`config.mk`:
```
export PLATFORM = sky130hd
export DESIGN_NAME = fpu_exc_sched
export DESIGN_NICKNAME = d
export VERILOG_FILES = /design/src/rtl/fpu_exc_sched_pkg.sv /design/src/rtl/fpu_exc_sched_exc.sv /design/src/rtl/fpu_exc_sched.sv
export SDC_FILE = /design/constraint.sdc
export NUM_CORES = 2
export LEC_CHECK = 0
export BUFFER_PORTS_ARGS = -buffer_cell sky130_fd_sc_hd__buf_2
export CAP_MARGIN = 0
export CORE_ASPECT_RATIO = 1.2
export CORE_MARGIN = 2
export CORE_UTILIZATION = 53
export DETAILED_ROUTE_END_ITERATION = 7
export PLACE_DENSITY = 0.73
export SETUP_SLACK_MARGIN = 0.05
export SLEW_MARGIN = 10
export SYNTH_ARGS = -nofsm -noshare
export SYNTH_HDL_FRONTEND = slang
export SYNTH_SLANG_ARGS = --single-unit
```
`constraint.sdc`:
```
create_clock -name clk_i -period 10.6 [get_ports clk_i]
set_input_delay 2.12 -clock clk_i [delete_from_list [all_inputs] [get_ports clk_i]]
set_output_delay 2.12 -clock clk_i [all_outputs]
set_load 0.005 [all_outputs]
```
`src/rtl/fpu_exc_sched_pkg.sv`:
```
// mypkg -- opcode and FSM state types plus IEEE-754 flag bit indices
// shared by the FPU exception scheduler (rev 1.0).
`default_nettype none

package mypkg;

  typedef enum logic [2:0] {
    OP_ADD    = 3'd0,
    OP_SUB    = 3'd1,
    OP_MUL    = 3'd2,
    OP_DIV    = 3'd3,
    OP_FMADD  = 3'd4,
    OP_SQRT   = 3'd5,
    OP_MINMAX = 3'd6,
    OP_CVT    = 3'd7
  } fpu_op_e;

  typedef enum logic [1:0] {
    S_IDLE   = 2'd0,
    S_LAUNCH = 2'd1,
    S_WAIT   = 2'd2,
    S_RESP   = 2'd3
  } state_e;

  localparam int unsigned FLG_NV = 4;
  localparam int unsigned FLG_DZ = 3;
  localparam int unsigned FLG_OF = 2;
  localparam int unsigned FLG_UF = 1;
  localparam int unsigned FLG_NX = 0;

  // Classifiers take exponent+mantissa only; the sign is handled by callers.
  function automatic logic is_zero(input logic [30:0] m);
    return m == 31'd0;
  endfunction

  function automatic logic is_inf(input logic [30:0] m);
    return (m[30:23] == 8'hFF) && (m[22:0] == 23'd0);
  endfunction

  function automatic logic is_nan(input logic [30:0] m);
    return (m[30:23] == 8'hFF) && (m[22:0] != 23'd0);
  endfunction

  function automatic logic is_snan(input logic [30:0] m);
    return is_nan(m) && !m[22];
  endfunction

endpackage

`default_nettype wire

```
`src/rtl/fpu_exc_sched_exc.sv`:
```
// fpu_exc_sched_exc -- exception-flag evaluator with an EXC_LAT-deep flag
// pipeline; the shared resource arbitrated by fpu_exc_sched (rev 1.0).
`default_nettype none

module fpu_exc_sched_exc
  import mypkg::*;
#(
  parameter int unsigned EXC_LAT = 1
) (
  input  logic        clk_i,
  input  logic        rst_ni,
  input  logic        valid_i,
  input  fpu_op_e     op_i,
  input  logic [31:0] a_i,
  input  logic [31:0] b_i,
  input  logic [31:0] c_i,
  input  logic [31:0] fab_i,
  output logic [4:0]  flags_o
);

  logic [4:0]  flags_d;
  logic [7:0]  ea, eb;
  logic [23:0] ma, mb;
  logic [47:0] prod;
  logic [9:0]  esum;
  logic        sticky, ab_snan, ab_special, mul_nv, ab_finite;
  logic        unused_prod;
  logic [4:0]  pipe_q [EXC_LAT];

  // Denormals use exponent 1 with a zero hidden bit.
  assign ea   = (a_i[30:23] == 8'd0) ? 8'd1 : a_i[30:23];
  assign eb   = (b_i[30:23] == 8'd0) ? 8'd1 : b_i[30:23];
  assign ma   = {a_i[30:23] != 8'd0, a_i[22:0]};
  assign mb   = {b_i[30:23] != 8'd0, b_i[22:0]};
  assign prod = {24'd0, ma} * {24'd0, mb};
  assign esum = {2'b00, ea} + {2'b00, eb} + {9'd0, prod[47]};
  assign sticky      = prod[47] ? (|prod[23:0]) : (|prod[22:0]);
  assign unused_prod = ^prod[46:24];

  assign ab_snan    = is_snan(a_i[30:0]) || is_snan(b_i[30:0]);
  assign mul_nv     = ab_snan || (is_zero(a_i[30:0]) && is_inf(b_i[30:0]))
                              || (is_inf(a_i[30:0]) && is_zero(b_i[30:0]));
  assign ab_finite  = !is_nan(a_i[30:0]) && !is_inf(a_i[30:0])
                   && !is_nan(b_i[30:0]) && !is_inf(b_i[30:0]);
  assign ab_special = !ab_finite || is_zero(a_i[30:0]) || is_zero(b_i[30:0]);

  always_comb begin
    flags_d = '0;
    case (op_i)
      OP_ADD, OP_SUB: begin
        flags_d[FLG_NV] = ab_snan || (is_inf(a_i[30:0]) && is_inf(b_i[30:0])
                          && (a_i[31] != (b_i[31] ^ (op_i == OP_SUB))));
      end
      OP_MUL: begin
        if (mul_nv) begin
          flags_d[FLG_NV] = 1'b1;
        end else if (!ab_special) begin
          // esum carries a +127 bias on top of the biased result exponent.
          if (esum >= 10'd382) begin
            flags_d[FLG_OF] = 1'b1;
            flags_d[FLG_NX] = 1'b1;
          end else if (esum <= 10'd127) begin
            flags_d[FLG_UF] = 1'b1;
            flags_d[FLG_NX] = 1'b1;
          end else begin
            flags_d[FLG_NX] = sticky;
          end
        end
      end
      OP_DIV: begin
        if (ab_snan || (is_zero(a_i[30:0]) && is_zero(b_i[30:0]))
                    || (is_inf(a_i[30:0]) && is_inf(b_i[30:0]))) begin
          flags_d[FLG_NV] = 1'b1;
        end else if (is_zero(b_i[30:0]) && !is_zero(a_i[30:0])
                     && !is_nan(a_i[30:0]) && !is_inf(a_i[30:0])) begin
          flags_d[FLG_DZ] = 1'b1;
        end
      end
      OP_FMADD: begin
        if (mul_nv || is_snan(c_i[30:0]) || (is_inf(fab_i[30:0]) && is_inf(c_i[30:0])
                                             && (fab_i[31] != c_i[31]))) begin
          flags_d[FLG_NV] = 1'b1;
        end else if (is_inf(fab_i[30:0]) && ab_finite) begin
          flags_d[FLG_OF] = 1'b1;
          flags_d[FLG_NX] = 1'b1;
        end
      end
      default: flags_d = '0;
    endcase
  end

  always_ff @(posedge clk_i or negedge rst_ni) begin
    if (!rst_ni) begin
      for (int i = 0; i < EXC_LAT; i++) pipe_q[i] <= '0;
    end else begin
      pipe_q[0] <= valid_i ? flags_d : 5'd0;
      for (int i = 1; i < EXC_LAT; i++) pipe_q[i] <= pipe_q[i-1];
    end
  end

  assign flags_o = pipe_q[EXC_LAT-1];

endmodule

`default_nettype wire

```
`src/rtl/fpu_exc_sched.sv`:
```
// fpu_exc_sched -- two-requester round-robin scheduler for the shared FPU
// exception evaluator, with sticky fflags accumulation (rev 1.0).
`default_nettype none

module fpu_exc_sched
  import mypkg::*;
#(
  parameter int unsigned EXC_LAT = 1
) (
  input  logic             clk_i,
  input  logic             rst_ni,
  input  logic [1:0]       req_valid_i,
  output logic [1:0]       req_ready_o,
  input  logic [1:0][31:0] req_a_i,
  input  logic [1:0][31:0] req_b_i,
  input  logic [1:0][31:0] req_c_i,
  input  logic [1:0][31:0] req_fab_i,
  input  fpu_op_e [1:0]    req_op_i,
  output logic             rsp_valid_o,
  input  logic             rsp_ready_i,
  output logic             rsp_id_o,
  output logic [4:0]       rsp_flags_o,
  output logic [4:0]       fflags_o,
  input  logic             fflags_clr_i,
  input  logic             fflags_we_i,
  input  logic [4:0]       fflags_wdata_i,
  output logic             busy_o
);

  localparam logic [1:0] CNT_INIT = 2'(EXC_LAT - 1);

  state_e      state_q, state_d;
  fpu_op_e     op_q;
  logic [31:0] a_q, b_q, c_q, fab_q;
  logic [1:0]  cnt_q, cnt_d, grant;
  logic [4:0]  rsp_flags_q, rsp_flags_d, fflags_q, fflags_d, exc_flags;
  logic        prio_q, id_q, sel, accept, launch, rsp_hs;

  // prio_q names the requester that wins a tie.
  assign sel = (req_valid_i == 2'b11) ? prio_q : req_valid_i[1];

  always_comb begin
    state_d     = state_q;
    cnt_d       = cnt_q;
    rsp_flags_d = rsp_flags_q;
    grant       = 2'b00;
    accept      = 1'b0;
    launch      = 1'b0;
    case (state_q)
      S_IDLE: begin
        if (|req_valid_i) begin
          accept  = 1'b1;
          grant   = sel ? 2'b10 : 2'b01;
          state_d = S_LAUNCH;
        end
      end
      S_LAUNCH: begin
        launch  = 1'b1;
        cnt_d   = CNT_INIT;
        state_d = S_WAIT;
      end
      S_WAIT: begin
        if (cnt_q == 2'd0) begin
          rsp_flags_d = exc_flags;
          state_d     = S_RESP;
        end else begin
          cnt_d = cnt_q - 2'd1;
        end
      end
      S_RESP: begin
        if (rsp_ready_i) state_d = S_IDLE;
      end
      default: state_d = S_IDLE;
    endcase
  end

  // Software write/clear applies first so a coincident response is never lost.
  assign rsp_hs   = (state_q == S_RESP) && rsp_ready_i;
  assign fflags_d = (fflags_clr_i ? 5'd0 : (fflags_we_i ? fflags_wdata_i : fflags_q))
                  | (rsp_hs ? rsp_flags_q : 5'd0);

  always_ff @(posedge clk_i or negedge rst_ni) begin
    if (!rst_ni) begin
      state_q     <= S_IDLE;
      cnt_q       <= 2'd0;
      rsp_flags_q <= 5'd0;
      fflags_q    <= 5'd0;
      prio_q      <= 1'b0;
      id_q        <= 1'b0;
      op_q        <= OP_ADD;
      a_q         <= 32'd0;
      b_q         <= 32'd0;
      c_q         <= 32'd0;
      fab_q       <= 32'd0;
    end else begin
      state_q     <= state_d;
      cnt_q       <= cnt_d;
      rsp_flags_q <= rsp_flags_d;
      fflags_q    <= fflags_d;
      if (accept) begin
        prio_q <= ~sel;
        id_q   <= sel;
        op_q   <= req_op_i[sel];
        a_q    <= req_a_i[sel];
        b_q    <= req_b_i[sel];
        c_q    <= req_c_i[sel];
        fab_q  <= req_fab_i[sel];
      end
    end
  end

  fpu_exc_sched_exc #(
    .EXC_LAT (EXC_LAT)
  ) u_exc (
    .clk_i   (clk_i),
    .rst_ni  (rst_ni),
    .valid_i (launch),
    .op_i    (op_q),
    .a_i     (a_q),
    .b_i     (b_q),
    .c_i     (c_q),
    .fab_i   (fab_q),
    .flags_o (exc_flags)
  );

  // Gating with rst_ni keeps the grant low while reset is held in IDLE.
  assign req_ready_o = grant & {2{rst_ni}};
  assign rsp_valid_o = (state_q == S_RESP);
  assign rsp_id_o    = id_q;
  assign rsp_flags_o = rsp_flags_q;
  assign fflags_o    = fflags_q;
  assign busy_o      = (state_q != S_IDLE);

endmodule

`default_nettype wire

```
Word level (Yosys, flattened, before mapping)
Cells that the tools add are included.
{"block": "word_totals", "register_bits": 152, "output_inout_bits": 15, "input_bits": 274, "word_cells": 159}
{"block": "classes", "addsub": 3, "n_eq_ne": 18, "n_mux": 49, "magnitude_cmp": 3, "n_reduce_logical": 69, "bitwise_logic": 4, "n_mul": 1}
{"cell": "32-bit 2-to-1 mux", "n": 8}
{"cell": "23-bit zero test", "n": 4}
{"cell": "23-bit nonzero test", "n": 3}
{"cell": "31-bit zero test", "n": 2}
{"cell": "24-bit by 24-bit multiplier with 48-bit output", "n": 1}
{"cell": "8-bit == test (second input constant)", "n": 4}
{"cell": "1-bit logical AND", "n": 25}
{"cell": "24-bit OR reduction", "n": 1}
{"cell": "23-bit OR reduction", "n": 1}
{"cell": "5-bit 2-to-1 mux", "n": 4}
{"cell": "1-bit 2-to-1 mux", "n": 19}
{"cell": "8-bit zero test", "n": 2}
{"cell": "8-bit 2-to-1 mux", "n": 2}
{"cell": "8-bit nonzero test", "n": 2}
{"cell": "2-bit 2-to-1 mux", "n": 7}
{"cell": "3-bit 2-to-1 mux", "n": 4}
{"cell": "10-bit by 1-bit adder with 10-bit output", "n": 1}
{"cell": "10-bit by 9-bit >= comparator with 1-bit output (second input constant)", "n": 1}
{"cell": "10-bit by 7-bit less-or-equal comparator with 1-bit output (second input constant)", "n": 1}
{"cell": "1-bit logical OR", "n": 10}
{"cell": "8-bit by 8-bit adder with 9-bit output", "n": 1}
{"cell": "1-bit zero test", "n": 9}
{"cell": "2-bit case mux with 4 select lines", "n": 1}
{"cell": "2-bit == test (second input constant)", "n": 3}
{"cell": "22 further kinds", "n": 31}

Logic depth before layout (Yosys ltp)
{"block": "depth", "ltp_word": 13, "ltp_mapped": 33}

Modules after synthesis
Synthesis repeated with hierarchy kept, for this count alone.
{"block": "hier_totals", "hier_cells": 3022, "hier_area_um2": 26339.0}
{"module": "fpu_exc_sched_exc", "cells_per_inst": 2206, "area_per_inst_um2": 19208.4, "instances": 1, "seq_area_each_um2": 125.1}
{"module": "fpu_exc_sched", "cells_per_inst": 816, "area_per_inst_um2": 7130.6, "instances": 1, "seq_area_each_um2": 3678.5}

Worst setup path after synthesis
Ideal clock, no wire load.
{"block": "synth_timing", "kind": "flip-flop to flip-flop", "start": "reg b_q[3]", "end": "reg u_exc.pipe_q, in the netlist u_exc.flags_o[0]", "path_buffers": 3, "setup_time_ps": 70, "stages_incl_launch_ff": 30, "arrival_ps": 7360, "setup_slack_ps": 3170, "required_time_ps": 10530, "period_less_slack_ps": 7430, "cell_sequence": "dfrtp_1 > clkbuf_1 > clkbuf_1 > nand2_1 > fa_1 > inv_1 > fa_1 > fa_1 > inv_1 > fa_1 > fa_1 > inv_1 > fa_1 > fa_1 > ha_1 > buf_2 > and2_1 > o21ai_0 > a211oi_4 > o221ai_2 > a211o_1 > nor2_1 > ha_1 > nand3_1 > nor4_1 > nand3_1 > a2111o_1 > nand4_1 > o31ai_1 > nand3b_1"}
{"block": "synth_via", "elab_chain_len": 12}
{"item": "start, declared", "line_no": "fpu_exc_sched.sv:34", "text": "logic [31:0] a_q, b_q, c_q, fab_q;"}
{"item": "start signal, assigned", "line_no": "fpu_exc_sched.sv:105", "text": "b_q <= req_b_i[sel];"}
{"item": "parallel branches: the longest is 10 deep, another holds 24-bit by 24-bit multiplier with 48-bit output"}
{"item": "1-bit case mux with 2 select lines *", "line_no": "fpu_exc_sched_exc.sv:49", "text": "case (op_i)"}
{"item": "5-bit 2-to-1 mux *", "line_no": "fpu_exc_sched_exc.sv:96", "text": "pipe_q[0] <= valid_i ? flags_d : 5'd0;"}
{"item": "end, declared", "line_no": "fpu_exc_sched_exc.sv:28", "text": "logic [4:0] pipe_q [EXC_LAT];"}
Mark *: on every way between the ends.
A chain may end at the register's enable or synchronous reset.

Final worst setup path
{"block": "layout_timing", "start": "reg b_q[26]", "end": "reg u_exc.pipe_q, in the netlist u_exc.flags_o[0]"}
{"block": "layout_via", "elab_chain_len": 12}
{"item": "parallel branches: the longest is 10 deep, another holds 24-bit by 24-bit multiplier with 48-bit output"}
{"item": "1-bit case mux with 2 select lines *", "line_no": "fpu_exc_sched_exc.sv:49"}
{"item": "5-bit 2-to-1 mux *", "line_no": "fpu_exc_sched_exc.sv:96"}
Marks and branches as above.

==> results.py <==
metrics = {
    "worst_setup_path": {
        "max_stage_delay_ns": 0.68,
        "worst-path-max-fanout": 26,
        "cp-end-kind": "flop",
        "crit_type": "reg2reg",
        "crit_family": "adder cells",
        "cp_common_cell": "fa_1",
        "startpoint_type": "flop",
        "critPathArrivalTime_ns": 9.13,
        "cp_num_buf_inv": 4,
        "required_ns": 10.98,
        "rrSetupSlack_ns": 1.85,
        "cp_slowest_cell": "nand2_1",
    },
    "routing": {
        "drt_iter0_drc": 1293,
        "wl_um": 71250,
        "route.detailed.drc": 0,
        "met2_length_um": 37020,
        "vias": 20864,
        "drt_pass1_iterations": 8,
        "met3_length_um": 4354,
        "met1_length_um": 26360,
        "via_per_inst": 5.622,
        "routedWlPerCell_um": 19.20,
        "highest-signal-layer": "met4",
        "ant_nets": 0,
    },
    "timing": {
        "fmax_ghz": 0.1143,
        "setup_tns_ns": 0,
        "fin_crit_sh": 0.8250,
        "slew_viol_final": 0,
        "fin_skew_ns": 0.01435,
        "worst_slew_pin_slew_ns": 1.272,
        "final_hold_viol_count": 0,
        "rsz0062_at_grt": "false",
        "setup-violations-final": 0,
        "fin_crit_ns": 8.745,
        "max_slew_margin": 0.1518,
    },
    "floorplan": {
        "ios": 289,
        "initial_utilization": 0.5341,
        "fp-row-count": 89,
        "die_w_um": 206.6,
        "die_area_um2": 51060,
        "core_um2": 48890,
        "die_y_um": 247.1,
    },
    "cts": {
        "cts-root-buf": "clkbuf_16",
        "clock_latency_ns": 0.44,
        "cts_buffers": 17,
        "cts_sinks": 152,
        "cts_setup_buffers": 0,
        "cts.repair.resized": 0,
        "htreeDepth": 4,
        "cts_tree": "yes",
        "ctsHoldBuffers": 0,
        "clk_pin_slew_ns": 0.07,
        "clk_path_buf_depth": 2,
    },
    "yosys": {
        "synthFlopType": "dfrtp_1",
        "ys_seq_elements": 152,
        "synth_cell_types": 73,
        "synth_edf_count": 0,
        "syn_area_per_cell_um2": 9.003,
        "syn_inst": 2900,
        "ys_warn_count": 0,
        "synthArstFlopShare": 1.000,
        "syn_nets": 3846,
        "seq_area_frac_synth": 0.1457,
        "syn_area_um2": 26110,
    },
    "global_route": {
        "grt_max_degree": 126,
        "grt_pass1_wl_um": 116700,
        "track_usage": 0.2967,
        "antenna_found_initial": 1,
        "grt_pass1_vias": 22924,
        "gr-total-overflow": 0,
    },
    "placed_design": {
        "portBuffers": 288,
        "globalplace.congestion": 0.9286,
        "hpwl_um": 55380,
    },
    "layout": {
        "mostFrequentLayoutCells": "nand2_1, inv_1, fa_1, buf_2, and2_1",
        "fin_nets": 4007,
        "drive_above_1_share": 0.1246,
        "area_growth_pct": 9.374,
        "layout_commonest_cell": "nand2_1",
        "n_antenna_cell": 0,
    },
    "status": {
        "status": "complete, no violations",
    },
    "hold_path": {
        "min_path_type": "reg2reg",
    },
    "run": {
        "maxCapViolCount": 0,
    },
}
-- metal layers --
layer  global-route usage  vias to the layer above
met2               0.5280                      846
met1               0.3479                    10509
li1                     -                     9270
met5                    0                        -
met3              0.04573                      239
met4               0.1426                        0
-- worst reg2reg max path: cells and delay by family (launching register included) --
kind	cells	cell delay, ns
fa+ha+maj	9	3.53
flops	1	0.42
compound gates	7	1.49
mux	1	0.39
buf+inv	4	0.22
simple gates	9	2.64
-- registers in the layout, indices dropped and copies added (netlist names) --
signal,cells
rsp_flags_o,5
a_q,32
c_q,32
fflags_o,5
u_exc.flags_o,5
fab_q,32
b_q,32
state_q,2
prio_q,1
rsp_id_o,1
cnt_q,2
op_q,3
-- area by class of cell --
cell class                 instances  area, um2
sequential                       152       3804
timing repair buffer             330       1763
multi-input combinational       2031      19630
tap                              637      797.0
fill                            4242      20330
inverter                         529       1986
clock buffer                      18      439.2
clock inverter                    14      137.6
-- synth_stat cells (6+ instances only) --
library cell,number,area (um2)
nand2b_1,10,62.56
dfrtp_1,152,3804
nor2b_1,6,37.54
and2_1,218,1364
nand3_1,15,75.07
o211ai_1,7,52.55
a21oi_1,26,130.1
a22oi_1,28,210.2
mux2_2,8,90.09
nand2_1,535,2008
xnor2_1,9,78.83
clkbuf_1,176,660.6
buf_1,7,26.28
fa_1,483,9669
nand4_1,24,150.1
nor2_1,37,138.9
a211oi_1,8,60.06
o21a_1,6,45.04
inv_1,529,1986
o21ai_0,161,805.8
mux2i_1,110,1101
nor4_1,32,200.2
ha_1,189,2365
nor3_1,14,70.07
-- logic make-up (layout without fill, tap and decap cells) --
kind of cell    count (synthesis)  in the layout  synth area share
mux                           118            118           0.04562
simple gates                  929            929            0.1687
buf+inv                       717            891            0.1034
flops                         152            152            0.1457
xor+xnor                       14             14          0.004697
compound gates                298            298           0.07093
fa+ha+maj                     672            672            0.4609
-- per-stage QoR --
stage | instances | util | setup WS (ns) | hold WS, ns | instance area (um2)
final | 3711 | 0.5841 | 1.855 | 0.4798 | 28550
after global routing | 3711 | 0.5841 | 1.407 | 0.5019 | 28550
after CTS | 3711 | 0.5841 | 1.916 | 0.4848 | 28550
after detailed placement | 3679 | 0.5723 | 1.932 | 0.4674 | 27980
after global placement | 3679 | 0.5723 | 2.117 | 0.4615 | 27980
after floorplan | 2900 | - | 3.170 | 0.4412 | 26110
-- final timing paths --
| kind | from | endpoint | cells after the start |
|---|---|---|---|
| max | b_q[26] | u_exc.flags_o[0] | 30 |
| min | b_q[16] | b_q[16] | 2 |
| max reg2reg | b_q[26] | u_exc.flags_o[0] | 30 |
| min reg2reg | b_q[16] | b_q[16] | 2 |
| max in group asynchronous | rst_ni | c_q[25] | 2 |
| min in group asynchronous | rst_ni | c_q[0] | 1 |
Power is not shown: default switching activity piles up to over one toggle a cycle in this logic, so the estimate is an artifact.
